==> src/rtl/riscv_boot_pkg.sv <==
// Shared types and constants for the RISC-V boot sequencer: FSM state encoding,
// stream framing sizes and the values every output register takes in reset.
package riscv_boot_pkg;

  typedef enum logic [2:0] {
    ST_HDR0 = 3'd0,
    ST_HDR1 = 3'd1,
    ST_DATA = 3'd2,
    ST_CHK  = 3'd3,
    ST_RUN  = 3'd4,
    ST_ERR  = 3'd5
  } boot_state_e;

  localparam int HDR_BYTES  = 2;
  localparam int WORD_BYTES = 4;

  localparam logic        RST_CPU_RESET  = 1'b1;
  localparam logic        RST_IMEM_WE    = 1'b0;
  localparam logic [31:0] RST_IMEM_WDATA = 32'h0000_0000;
  localparam logic        RST_BOOT_DONE  = 1'b0;
  localparam logic        RST_BOOT_ERR   = 1'b0;

endpackage

==> src/rtl/riscv_boot_sequencer_if.sv <==
// Byte-stream input and instruction-memory write port of the boot sequencer.
// The sequencer is the slave side; the link/bench is the master side.
interface riscv_boot_sequencer_if #(
  parameter int ADDR_W = 10
) ();

  logic              rx_valid;
  logic [7:0]        rx_data;
  logic              rx_ready;
  logic              imem_we;
  logic [ADDR_W-1:0] imem_addr;
  logic [31:0]       imem_wdata;

  modport master (
    output rx_valid,
    output rx_data,
    input  rx_ready,
    input  imem_we,
    input  imem_addr,
    input  imem_wdata
  );

  modport slave (
    input  rx_valid,
    input  rx_data,
    output rx_ready,
    output imem_we,
    output imem_addr,
    output imem_wdata
  );

endinterface

==> src/rtl/riscv_boot_sequencer_word_assembler.sv <==
// Packs accepted data bytes little-endian into 32-bit words and flags the byte
// that completes a word; the completed word is presented combinationally.
module boot_word_assembler
  import riscv_boot_pkg::*;
(
  input  logic        i_clk,
  input  logic        i_reset,
  input  logic        i_byte_en,
  input  logic [7:0]  i_byte,
  output logic [31:0] o_word,
  output logic        o_word_valid
);

  localparam int IDX_W = $clog2(WORD_BYTES);

  logic [IDX_W-1:0] r_byte_idx;
  logic [31:0]      r_lane;

  always_ff @(posedge i_clk) begin
    if (!i_reset) begin
      r_byte_idx <= '0;
      r_lane     <= '0;
    end else if (i_byte_en) begin
      r_lane[8*r_byte_idx +: 8] <= i_byte;
      r_byte_idx                <= r_byte_idx + IDX_W'(1);
    end
  end

  assign o_word_valid = i_byte_en && (r_byte_idx == IDX_W'(WORD_BYTES - 1));

  // The top lane comes straight from the incoming byte so the word is ready on its last edge.
  always_comb begin
    o_word                          = r_lane;
    o_word[8*(WORD_BYTES-1) +: 8]   = i_byte;
  end

endmodule

==> src/rtl/riscv_boot_sequencer.sv <==
// Boot sequencer: holds the CPU in reset, loads a counted word image into IMEM,
// then releases the CPU. Optional trailing XOR checksum under `BOOT_CHECKSUM_EN.
module riscv_boot_sequencer
  import riscv_boot_pkg::*;
#(
  parameter int ADDR_W = 10,
  parameter int CNT_W  = 16
) (
  input  logic                    i_clk,
  input  logic                    i_reset,
  riscv_boot_sequencer_if.slave   bus,
  output logic                    o_cpu_reset,
  output logic                    o_boot_done,
  output logic                    o_boot_err
);

  localparam int unsigned CAPACITY = 32'd1 << ADDR_W;

  boot_state_e       r_state;
  logic [CNT_W-1:0]  r_count;
  logic [ADDR_W-1:0] r_word_idx;
  logic              r_imem_we;
  logic [ADDR_W-1:0] r_imem_addr;
  logic [31:0]       r_imem_wdata;
  logic              r_cpu_reset;
  logic              r_boot_done;
  logic              r_boot_err;
`ifdef BOOT_CHECKSUM_EN
  logic [7:0]        r_xsum;
`endif

  logic              w_rx_ready;
  logic              w_accept;
  logic              w_data_byte;
  logic [31:0]       w_word;
  logic              w_word_valid;
  logic [CNT_W-1:0]  w_hdr_count;
  logic              w_count_over;
  logic              w_count_zero;
  logic              w_last_word;

  always_comb begin
    w_rx_ready = 1'b0;
    case (r_state)
      ST_HDR0, ST_HDR1, ST_DATA, ST_CHK: w_rx_ready = 1'b1;
      default:                           w_rx_ready = 1'b0;
    endcase
  end

  assign w_accept     = bus.rx_valid && w_rx_ready;
  assign w_data_byte  = w_accept && (r_state == ST_DATA);
  assign w_hdr_count  = {bus.rx_data, r_count[7:0]};
  assign w_count_over = 32'(w_hdr_count) > CAPACITY;
  assign w_count_zero = (w_hdr_count == '0);
  assign w_last_word  = (CNT_W'(r_word_idx) + CNT_W'(1)) == r_count;

  boot_word_assembler u_asm (
    .i_clk        (i_clk),
    .i_reset      (i_reset),
    .i_byte_en    (w_data_byte),
    .i_byte       (bus.rx_data),
    .o_word       (w_word),
    .o_word_valid (w_word_valid)
  );

  always_ff @(posedge i_clk) begin
    if (!i_reset) begin
      r_state      <= ST_HDR0;
      r_count      <= '0;
      r_word_idx   <= '0;
      r_imem_we    <= RST_IMEM_WE;
      r_imem_addr  <= '0;
      r_imem_wdata <= RST_IMEM_WDATA;
      r_cpu_reset  <= RST_CPU_RESET;
      r_boot_done  <= RST_BOOT_DONE;
      r_boot_err   <= RST_BOOT_ERR;
`ifdef BOOT_CHECKSUM_EN
      r_xsum       <= '0;
`endif
    end else begin
      r_imem_we <= 1'b0;
      case (r_state)
        ST_HDR0: begin
          if (w_accept) begin
            r_count[7:0] <= bus.rx_data;
            r_state      <= ST_HDR1;
          end
        end
        ST_HDR1: begin
          if (w_accept) begin
            r_count <= w_hdr_count;
            if (w_count_over) begin
              r_state    <= ST_ERR;
              r_boot_err <= 1'b1;
            end else if (w_count_zero) begin
`ifdef BOOT_CHECKSUM_EN
              r_state <= ST_CHK;
`else
              r_state     <= ST_RUN;
              r_cpu_reset <= 1'b0;
              r_boot_done <= 1'b1;
`endif
            end else begin
              r_state <= ST_DATA;
            end
          end
        end
        ST_DATA: begin
          if (w_accept) begin
`ifdef BOOT_CHECKSUM_EN
            r_xsum <= r_xsum ^ bus.rx_data;
`endif
            if (w_word_valid) begin
              r_imem_we    <= 1'b1;
              r_imem_addr  <= r_word_idx;
              r_imem_wdata <= w_word;
              r_word_idx   <= r_word_idx + ADDR_W'(1);
              // Releasing the CPU on this edge lets its first fetch follow the final write.
              if (w_last_word) begin
`ifdef BOOT_CHECKSUM_EN
                r_state <= ST_CHK;
`else
                r_state     <= ST_RUN;
                r_cpu_reset <= 1'b0;
                r_boot_done <= 1'b1;
`endif
              end
            end
          end
        end
`ifdef BOOT_CHECKSUM_EN
        ST_CHK: begin
          if (w_accept) begin
            if (bus.rx_data == r_xsum) begin
              r_state     <= ST_RUN;
              r_cpu_reset <= 1'b0;
              r_boot_done <= 1'b1;
            end else begin
              r_state    <= ST_ERR;
              r_boot_err <= 1'b1;
            end
          end
        end
`endif
        ST_RUN: begin
          r_cpu_reset <= 1'b0;
          r_boot_done <= 1'b1;
        end
        ST_ERR: begin
          r_cpu_reset <= 1'b1;
          r_boot_err  <= 1'b1;
        end
        default: begin
          r_state     <= ST_ERR;
          r_cpu_reset <= 1'b1;
          r_boot_err  <= 1'b1;
        end
      endcase
    end
  end

  assign bus.rx_ready   = w_rx_ready;
  assign bus.imem_we    = r_imem_we;
  assign bus.imem_addr  = r_imem_addr;
  assign bus.imem_wdata = r_imem_wdata;
  assign o_cpu_reset    = r_cpu_reset;
  assign o_boot_done    = r_boot_done;
  assign o_boot_err     = r_boot_err;

endmodule

==> src/flat_wrapper.sv <==
// flat-port wrapper written by rule: the top's interface ports become plain ports
module riscv_boot_sequencer_flat import riscv_boot_pkg::*;
#(
  parameter int ADDR_W = 10,
  parameter int CNT_W  = 16
)
  (i_clk, i_reset, o_cpu_reset, o_boot_done, o_boot_err, bus_rx_valid, bus_rx_data, bus_rx_ready, bus_imem_we, bus_imem_addr, bus_imem_wdata);
  riscv_boot_sequencer_if #(.ADDR_W(ADDR_W)) bus_i ();
  input  logic i_clk;
  input  logic i_reset;
  output logic o_cpu_reset;
  output logic o_boot_done;
  output logic o_boot_err;
  input wire logic [$bits(bus_i.rx_valid)-1:0] bus_rx_valid;
  input wire logic [$bits(bus_i.rx_data)-1:0] bus_rx_data;
  output wire logic [$bits(bus_i.rx_ready)-1:0] bus_rx_ready;
  output wire logic [$bits(bus_i.imem_we)-1:0] bus_imem_we;
  output wire logic [$bits(bus_i.imem_addr)-1:0] bus_imem_addr;
  output wire logic [$bits(bus_i.imem_wdata)-1:0] bus_imem_wdata;
  assign bus_i.rx_valid = bus_rx_valid;
  assign bus_i.rx_data = bus_rx_data;
  assign bus_rx_ready = bus_i.rx_ready;
  assign bus_imem_we = bus_i.imem_we;
  assign bus_imem_addr = bus_i.imem_addr;
  assign bus_imem_wdata = bus_i.imem_wdata;
  riscv_boot_sequencer #(.ADDR_W(ADDR_W), .CNT_W(CNT_W)) u_core (.i_clk(i_clk), .i_reset(i_reset), .bus(bus_i), .o_cpu_reset(o_cpu_reset), .o_boot_done(o_boot_done), .o_boot_err(o_boot_err));
endmodule
==> config.mk <==
export PLATFORM = sky130hd
export DESIGN_NAME = riscv_boot_sequencer_flat
export DESIGN_NICKNAME = d
export VERILOG_FILES = /design/src/rtl/riscv_boot_pkg.sv /design/src/rtl/riscv_boot_sequencer_if.sv /design/src/rtl/riscv_boot_sequencer_word_assembler.sv /design/src/rtl/riscv_boot_sequencer.sv /design/src/flat_wrapper.sv
export SDC_FILE = /design/constraint.sdc
export NUM_CORES = 1
export LEC_CHECK = 0
export CAP_MARGIN = 15
export CORE_MARGIN = 1
export CORE_UTILIZATION = 45
export DETAILED_ROUTE_END_ITERATION = 12
export GPL_TIMING_DRIVEN = 0
export PLACE_DENSITY = 0.67
export RECOVER_POWER = 50
export SLEW_MARGIN = 20
export SYNTH_ARGS = -nofsm -noshare
export SYNTH_HDL_FRONTEND = slang
export SYNTH_HIERARCHICAL = 1
export SYNTH_SLANG_ARGS = --single-unit
==> constraint.sdc <==
create_clock -name i_clk -period 3 [get_ports i_clk]
set_input_delay 0.6 -clock i_clk [delete_from_list [all_inputs] [get_ports i_clk]]
set_output_delay 0.6 -clock i_clk [all_outputs]
set_load 0.05 [all_outputs]
==> impl_metrics.csv, run 1 <==
group,metric,value,unit
timing,worst_pin_slew,1.00,ns
clocking,cts.clk_slew.worst_paths,0.11,ns
floorplan,start_util,46.5,%
synthesis,async_flop_share,0,%
finish,final_cell_count_no_fill,731,
finish,postLayoutCoreUtil,55.8,%
worst_setup_path,required,3.24,ns
synthesis,yosysSeqAreaShare,44.3,%
finish,n_antenna_cell,0,
clocking,cts_inserted_buffers,9,
synthesis,synth_edf_count,0,
routing,routed_wl,10.7,mm
timing,final.period_utilization,87.4,%
worst_setup_path,r2r-end,"u_core/bus.imem_wdata[3]",
grt,overflow,0,
clocking,cts_tree,"built",
worst_setup_path,end_kind,"flop",
floorplan,die_w,103,um
grt,grt_pass1_vias,3490,
synthesis,ys_ff_latch,101,
finish,mostFrequentLayoutCells,"132 x nand2_1, 101 x dfxtp_1, 64 x a21boi_0",
timing,tns,0,ns
routing,drt-pass1-iter-count,6,
finish,layout_commonest_cell,"nand2_1",
floorplan,dieArea,10600,um2
timing,hold_viol,0,
timing,grt_setup_unrepaired,"no",
synthesis,synth.cell_area,4570,um2
finish,final_nets,610,
finish,fin_area,5480,um2
floorplan,ioPinCount,58,
timing,setup_violations,0,
finish,syn_to_final_growth,20.0,%
placed_design,dp_hpwl,7.77,mm
floorplan,row_count,36,
hold_path,worstHoldStart,"u_core/r_count[13]",
run,cap_viol_max_count,0,
timing,max_slew_margin,32.6,%
worst_setup_path,start_kind,"flop",
placed_design,port-buffer-count,56,
worst_setup_path,critPathArrivalTime,2.87,ns
finish,drive_gt1_share,8.36,%
clocking,clkSinkCount,101,
grt,antenna_found_initial,0,
worst_setup_path,r2r_start,"u_core/r_state[0]",
synthesis,synth.distinct_cells,54,
hold_path,holdPathStages,2,
power,p_leak,0.00202,uW
synthesis,yosys_most_used_dff,"dfxtp_1",
worst_setup_path,reg2reg_depth,11,
placed_design,place_congestion,1.01,
placed_design,placedInstanceArea,5290,um2
synthesis,ys_warn_count,6,
run_status,status,"finished, final reports clean",
routing,drt_iter0_markers,185,
timing,skew,0.0182,ns
routing,wl_per_cell,14.7,um
power,power_density,440,nW/um2
timing,maxSlewViolCount,0,
clocking,insertion_delay,0.37,ns
worst_setup_path,cp_max_fo,10,
clocking,cts_hold_buf,0,
timing,period_minus_slack,2.62,ns
grt,grt_max_degree,20,
placed_design,dp.cells,715,
synthesis,avgSynthCellArea,8.68,um2
routing,post-route-drc-count,0,
floorplan,core,9820,um2
floorplan,die_h,103,um
routing,drt-vias-per-instance,5.28,
hold_path,min_path_type,"reg2reg",
timing,holdWs,0.465,ns
routing,antenna_left,0,
worst_setup_path,crit_type,"reg2reg",
routing,via_count,3859,
clocking,cts-root-buf,"clkbuf_8",
worst_setup_path,timing.reg2reg.setup_slack,0.38,ns
power,irDropWorstVdd,0.304,mV
hold_path,whs_endpoint,"u_core/r_count[13]",
synthesis,synthCells,526,
grt,grt_pass1_wl,17.2,mm
synthesis,synth_nets,543,
clocking,clockBufferDepth,2,
timing,fmax,0.381,GHz
grt,grt.total_usage,20.9,%
clocking,cts_max_level,3,
report_power, final:
part	internal [uW]	switching [uW]	leakage [uW]
registers	1360	17.0	0.000816
clock network	324	516	0.0000964
logic	78.9	117	0.00111
total	1760	650	0.00202
routing by layer:
layer / routed length, um / vias up / GRT usage (%)
met5: 0 / - / 0
met4: 72 / 0 / 5.49
met3: 615 / 9 / 3.46
met2: 4650 / 113 / 31.8
met1: 5390 / 1798 / 30.6
li1: - / 1939 / -
worst max-delay path, stage by stage, from the launching register on:
cell and delay, ns:
dfxtp_1 0.33, clkbuf_1 0.21, nor2_1 0.26, nand2_1 0.15, nor2_1 0.14, buf_6 0.15, and2_1 0.24, nand3_1 0.30
buf_2 0.32, clkbuf_2 0.23, nand2_1 0.10, a21boi_0 0.08
cell usage after synthesis (5+ instances only):
master | count | area, um2
ha_1 | 6 | 75.1
nor3_1 | 10 | 50.1
and2_1 | 18 | 113
clkbuf_1 | 12 | 45.0
a21oi_1 | 10 | 50.1
a21boi_0 | 62 | 465
buf_2 | 10 | 50.1
nor2b_1 | 6 | 37.5
buf_4 | 14 | 105
dfxtp_1 | 101 | 2020
nand3_1 | 10 | 50.1
xnor2_1 | 12 | 105
xor2_1 | 7 | 61.3
a32o_1 | 24 | 240
o21ai_0 | 11 | 55.1
inv_1 | 9 | 33.8
nor2_1 | 16 | 60.1
nor4_1 | 5 | 31.3
buf_1 | 5 | 18.8
nand2_1 | 132 | 495
worst max-delay path by stage:
stage,slack (ns),to,cells after the start,start
2_1_floorplan,0.78,u_core/r_state[2],11,bus_rx_valid
3_5_place_dp,0.17,u_core/bus.imem_wdata[3],10,bus_rx_valid
4_1_cts,0.17,u_core/bus.imem_wdata[3],11,u_core/r_state[0]
3_3_place_gp,0.18,u_core/bus.imem_wdata[1],10,bus_rx_valid
5_1_grt,0.06,u_core/bus.imem_wdata[4],11,u_core/r_state[0]
6_report,0.38,u_core/bus.imem_wdata[3],11,u_core/r_state[0]
kinds of logic (layout without fill, tap and decap cells):
| kind of cell | Yosys count | after routing | share of synthesized area, % |
|---|---|---|---|
| AO/OA/AOI/OAI | 129 | 129 | 21.7 |
| XOR/XNOR | 19 | 19 | 3.64 |
| adder cells (fa/ha/maj) | 6 | 6 | 1.64 |
| buffers and inverters | 54 | 126 | 6.39 |
| flip-flops | 101 | 101 | 44.3 |
| multiplexers | 2 | 2 | 0.438 |
| AND/OR/NAND/NOR | 215 | 215 | 21.9 |
state kept, by name, summed over array words and instances (netlist names):
register,count
u_core/o_boot_err,1
u_core/bus.imem_wdata,32
u_core/r_count,16
u_core/o_boot_done,1
u_core/r_word_idx,10
u_core/u_asm/r_byte_idx,2
u_core/u_asm/r_lane,24
u_core/r_state,3
u_core/bus.imem_addr,10
u_core/o_cpu_reset,1
u_core/bus.imem_we,1
area by class of cell:
| type | count | area, um2 |
|---|---|---|
| flip-flops and latches | 101 | 2020 |
| clock inverters | 7 | 68.8 |
| repair buffers | 56 | 561 |
| multi-input cells | 371 | 2250 |
| inverters | 9 | 33.8 |
| clock buffers | 9 | 124 |
| fillers | 955 | 4340 |
| well taps | 133 | 166 |
| plain buffers | 45 | 253 |
per-stage QoR:
step | power (uW) | setup WS (ns)
2_1_floorplan | 1530 | 0.778
3_3_place_gp | 1600 | 0.182
3_5_place_dp | 1600 | 0.166
4_1_cts | 2430 | 0.175
5_1_grt | 2500 | 0.0608
6_report | 2410 | 0.379
repair_timing:
item	CTS	global route
resized for setup	0	3
buffers inserted	0	0
setup endpoints to repair	0	17
No activity file was read; power rests on OpenSTA's default activity.
==> run 2: changes to the inputs <==
--- a/config.mk
+++ b/config.mk
@@ -9,7 +9,9 @@
 export CORE_MARGIN = 1
 export CORE_UTILIZATION = 45
 export DETAILED_ROUTE_END_ITERATION = 12
+export GPL_ROUTABILITY_DRIVEN = 0
 export GPL_TIMING_DRIVEN = 0
+export MAX_ROUTING_LAYER = met4
 export PLACE_DENSITY = 0.67
 export RECOVER_POWER = 50
 export SLEW_MARGIN = 20
==> impl_metrics.csv, run 2 (synthesized netlist as in run 1, its figures left out) <==
group,metric,value,unit
run_status,status,"finished, final reports clean",
worst_setup_path,cp-endpoint,"u_core/bus.imem_wdata[3]",
power,seqPwrFrac,57.0,%
timing,hold_viol,0,
clocking,post_cts_buffers,0,
floorplan,die_h,103,um
clocking,clkSinkCount,101,
floorplan,core,9820,um2
power,clock_power_share,34.8,%
routing,drt_iter0_markers,195,
routing,drt-vias-per-instance,5.32,
routing,antenna_left,0,
finish,layout_commonest_cell,"nand2_1",
timing,max_slew_margin,31.1,%
hold_path,min_path_type,"reg2reg",
floorplan,row_count,36,
worst_setup_path,r2r-end,"u_core/bus.imem_wdata[3]",
clocking,cts-root-buf,"clkbuf_8",
power,p_leak,0.00202,uW
grt,grt_pass1_vias,3487,
timing,skew,0.0193,ns
grt,met1_usage,30.6,%
power,p_switching,650,uW
finish,final_nets,610,
floorplan,dieArea,10600,um2
finish,syn_to_final_growth,20.0,%
worst_setup_path,cpMaxStageDelayCell,"dfxtp_1",
worst_setup_path,start_kind,"flop",
worst_setup_path,reg2reg_depth,11,
clocking,clockBufferDepth,2,
worst_setup_path,timing.reg2reg.setup_slack,0.37,ns
routing,drt-pass1-iter-count,7,
floorplan,die_w,103,um
clocking,cts_max_level,3,
worst_setup_path,crit_type,"reg2reg",
finish,largest_reg_flops,32,
floorplan,start_util,46.5,%
clocking,cts_tree,"built",
worst_setup_path,critPathArrivalTime,2.88,ns
power,p_int,1760,uW
worst_setup_path,slowest_delay,0.33,ns
finish,multi_input_area,2250,um2
grt,overflow,0,
clocking,cts_hold_buf,0,
grt,grt_use_met3,3.32,%
worst_setup_path,cp_top_family,"simple AND/OR/NAND/NOR gates",
routing,post-route-drc-count,0,
worst_setup_path,required,3.25,ns
worst_setup_path,crit_chain,"clkbuf_1 -> nor2_1 -> nand2_1 -> nor2_1 -> buf_6 -> and2_1 -> nand3_1 -> buf_2 -> clkbuf_2 -> nand2_1 -> a21boi_0",
floorplan,ioPinCount,58,
clocking,post_cts_resized,0,
placed_design,dp_hpwl,7.77,mm
finish,seq_area,2020,um2
clocking,cts.clk_slew.worst_paths,0.11,ns
routing,routed_wl,10.7,mm
finish,fill_cells,955,
run,cap_viol_max_count,0,
worst_setup_path,crit_cells,11,
worst_setup_path,path_buf_inv,4,
power,swShare,27.0,%
worst_setup_path,cp_max_fo,10,
worst_setup_path,end_kind,"flop",
grt,grt_use_met2,31.8,%
finish,n_antenna_cell,0,
routing,wl_per_cell,14.6,um
grt,grt_pass1_wl,17.2,mm
timing,grt_setup_unrepaired,"no",
power,irDropWorstVdd,0.304,mV
timing,final.period_utilization,87.6,%
timing,tns,0,ns
timing,setup_violations,0,
power,comb_power_share,8.1,%
placed_design,port-buffer-count,56,
power,power_density,440,nW/um2
timing,worst_pin_slew,1.02,ns
grt,grt.total_usage,21.6,%
grt,top_usage_layer,"met2",
worst_setup_path,setup.worst_path.start,"u_core/r_state[0]",
timing,maxSlewViolCount,0,
timing,fmax,0.380,GHz
placed_design,dp.cells,715,
finish,final_cell_count_no_fill,731,
grt,grt_max_degree,20,
worst_setup_path,r2r_start,"u_core/r_state[0]",
finish,mostFrequentLayoutCells,"132 x nand2_1, 101 x dfxtp_1, 64 x a21boi_0",
finish,drive_gt1_share,8.36,%
routing,via_count,3891,
timing,period_minus_slack,2.63,ns
grt,antenna_found_initial,0,
clocking,insertion_delay,0.37,ns
clocking,cts_inserted_buffers,9,
-- run 2: cell counts in the layout (fill, tap and decap cells not counted) --
No cell type changed its count.
-- run 2: how the worst min path moves through the flow --
| stage | startpoint | depth (start not counted) | end |
|---|---|---|---|
| 3_5_place_dp | u_core/r_count[13] | 2 | u_core/r_count[13] |
| 6_report | u_core/bus.imem_addr[5] | 2 | u_core/bus.imem_addr[5] |
| 5_1_grt | u_core/u_asm/r_lane[23] | 2 | u_core/bus.imem_wdata[23] |
| 2_1_floorplan | u_core/r_count[13] | 2 | u_core/r_count[13] |
| 4_1_cts | u_core/u_asm/r_lane[23] | 2 | u_core/bus.imem_wdata[23] |
| 3_3_place_gp | u_core/u_asm/r_lane[23] | 1 | u_core/u_asm/r_lane[23] |
-- run 2: power by group through the flow --
| stage | combinational [uW] | clock [uW] | sequential (uW) |
|---|---|---|---|
| 5_1_grt | 213 | 909 | 1380 |
| 4_1_cts | 195 | 862 | 1370 |
| 3_5_place_dp | 193 | 0 | 1410 |
| 2_1_floorplan | 121 | 0 | 1410 |
| 3_3_place_gp | 190 | 0 | 1410 |
| 6_report | 195 | 840 | 1370 |
-- run 2: worst reg2reg max path: stages (launching register included) --
cell,delay [ns]
dfxtp_1,0.33
clkbuf_1,0.21
nor2_1,0.26
nand2_1,0.15
nor2_1,0.14
buf_6,0.15
and2_1,0.24
nand3_1,0.30
buf_2,0.32
clkbuf_2,0.23
nand2_1,0.10
a21boi_0,0.08
-- run 2: metrics by stage --
step / worst slack, ns / util, % / hold slack (ns) / cell area [um2] / total power, uW
after floorplan: 0.778 / - / 0.438 / 4570 / 1530
after global placement: 0.182 / 53.9 / 0.448 / 5290 / 1600
after detailed placement: 0.166 / 53.9 / 0.453 / 5290 / 1600
after CTS: 0.175 / 55.9 / 0.465 / 5490 / 2430
after global routing: 0.0719 / 55.8 / 0.486 / 5480 / 2500
final: 0.371 / 55.8 / 0.465 / 5480 / 2410
-- run 2: layout make-up --
type                    instances  share of cell area, %
multi-input cells             371                   41.1
flip-flops and latches        101                   36.9
repair buffers                 56                   10.2
plain buffers                  45                   4.61
well taps                     133                   3.04
clock buffers                   9                   2.26
clock inverters                 7                   1.26
inverters                       9                  0.616
-- run 2: per-layer routing --
layer	vias up	wire (um)	part of all wire (%)
met1	1827	5360	50
met5	-	0	0
met3	15	565	5.3
li1	1936	-	-
met2	113	4690	44
met4	0	88	0.82
==> run 3: changes to the inputs <==
--- a/config.mk
+++ b/config.mk
@@ -14,7 +14,7 @@
 export MAX_ROUTING_LAYER = met4
 export PLACE_DENSITY = 0.67
 export RECOVER_POWER = 50
-export SLEW_MARGIN = 20
+export SLEW_MARGIN = 5
 export SYNTH_ARGS = -nofsm -noshare
 export SYNTH_HDL_FRONTEND = slang
 export SYNTH_HIERARCHICAL = 1
==> results of run 3 <==
No change in the layout: final DEF, timing and power equal those of run 2.
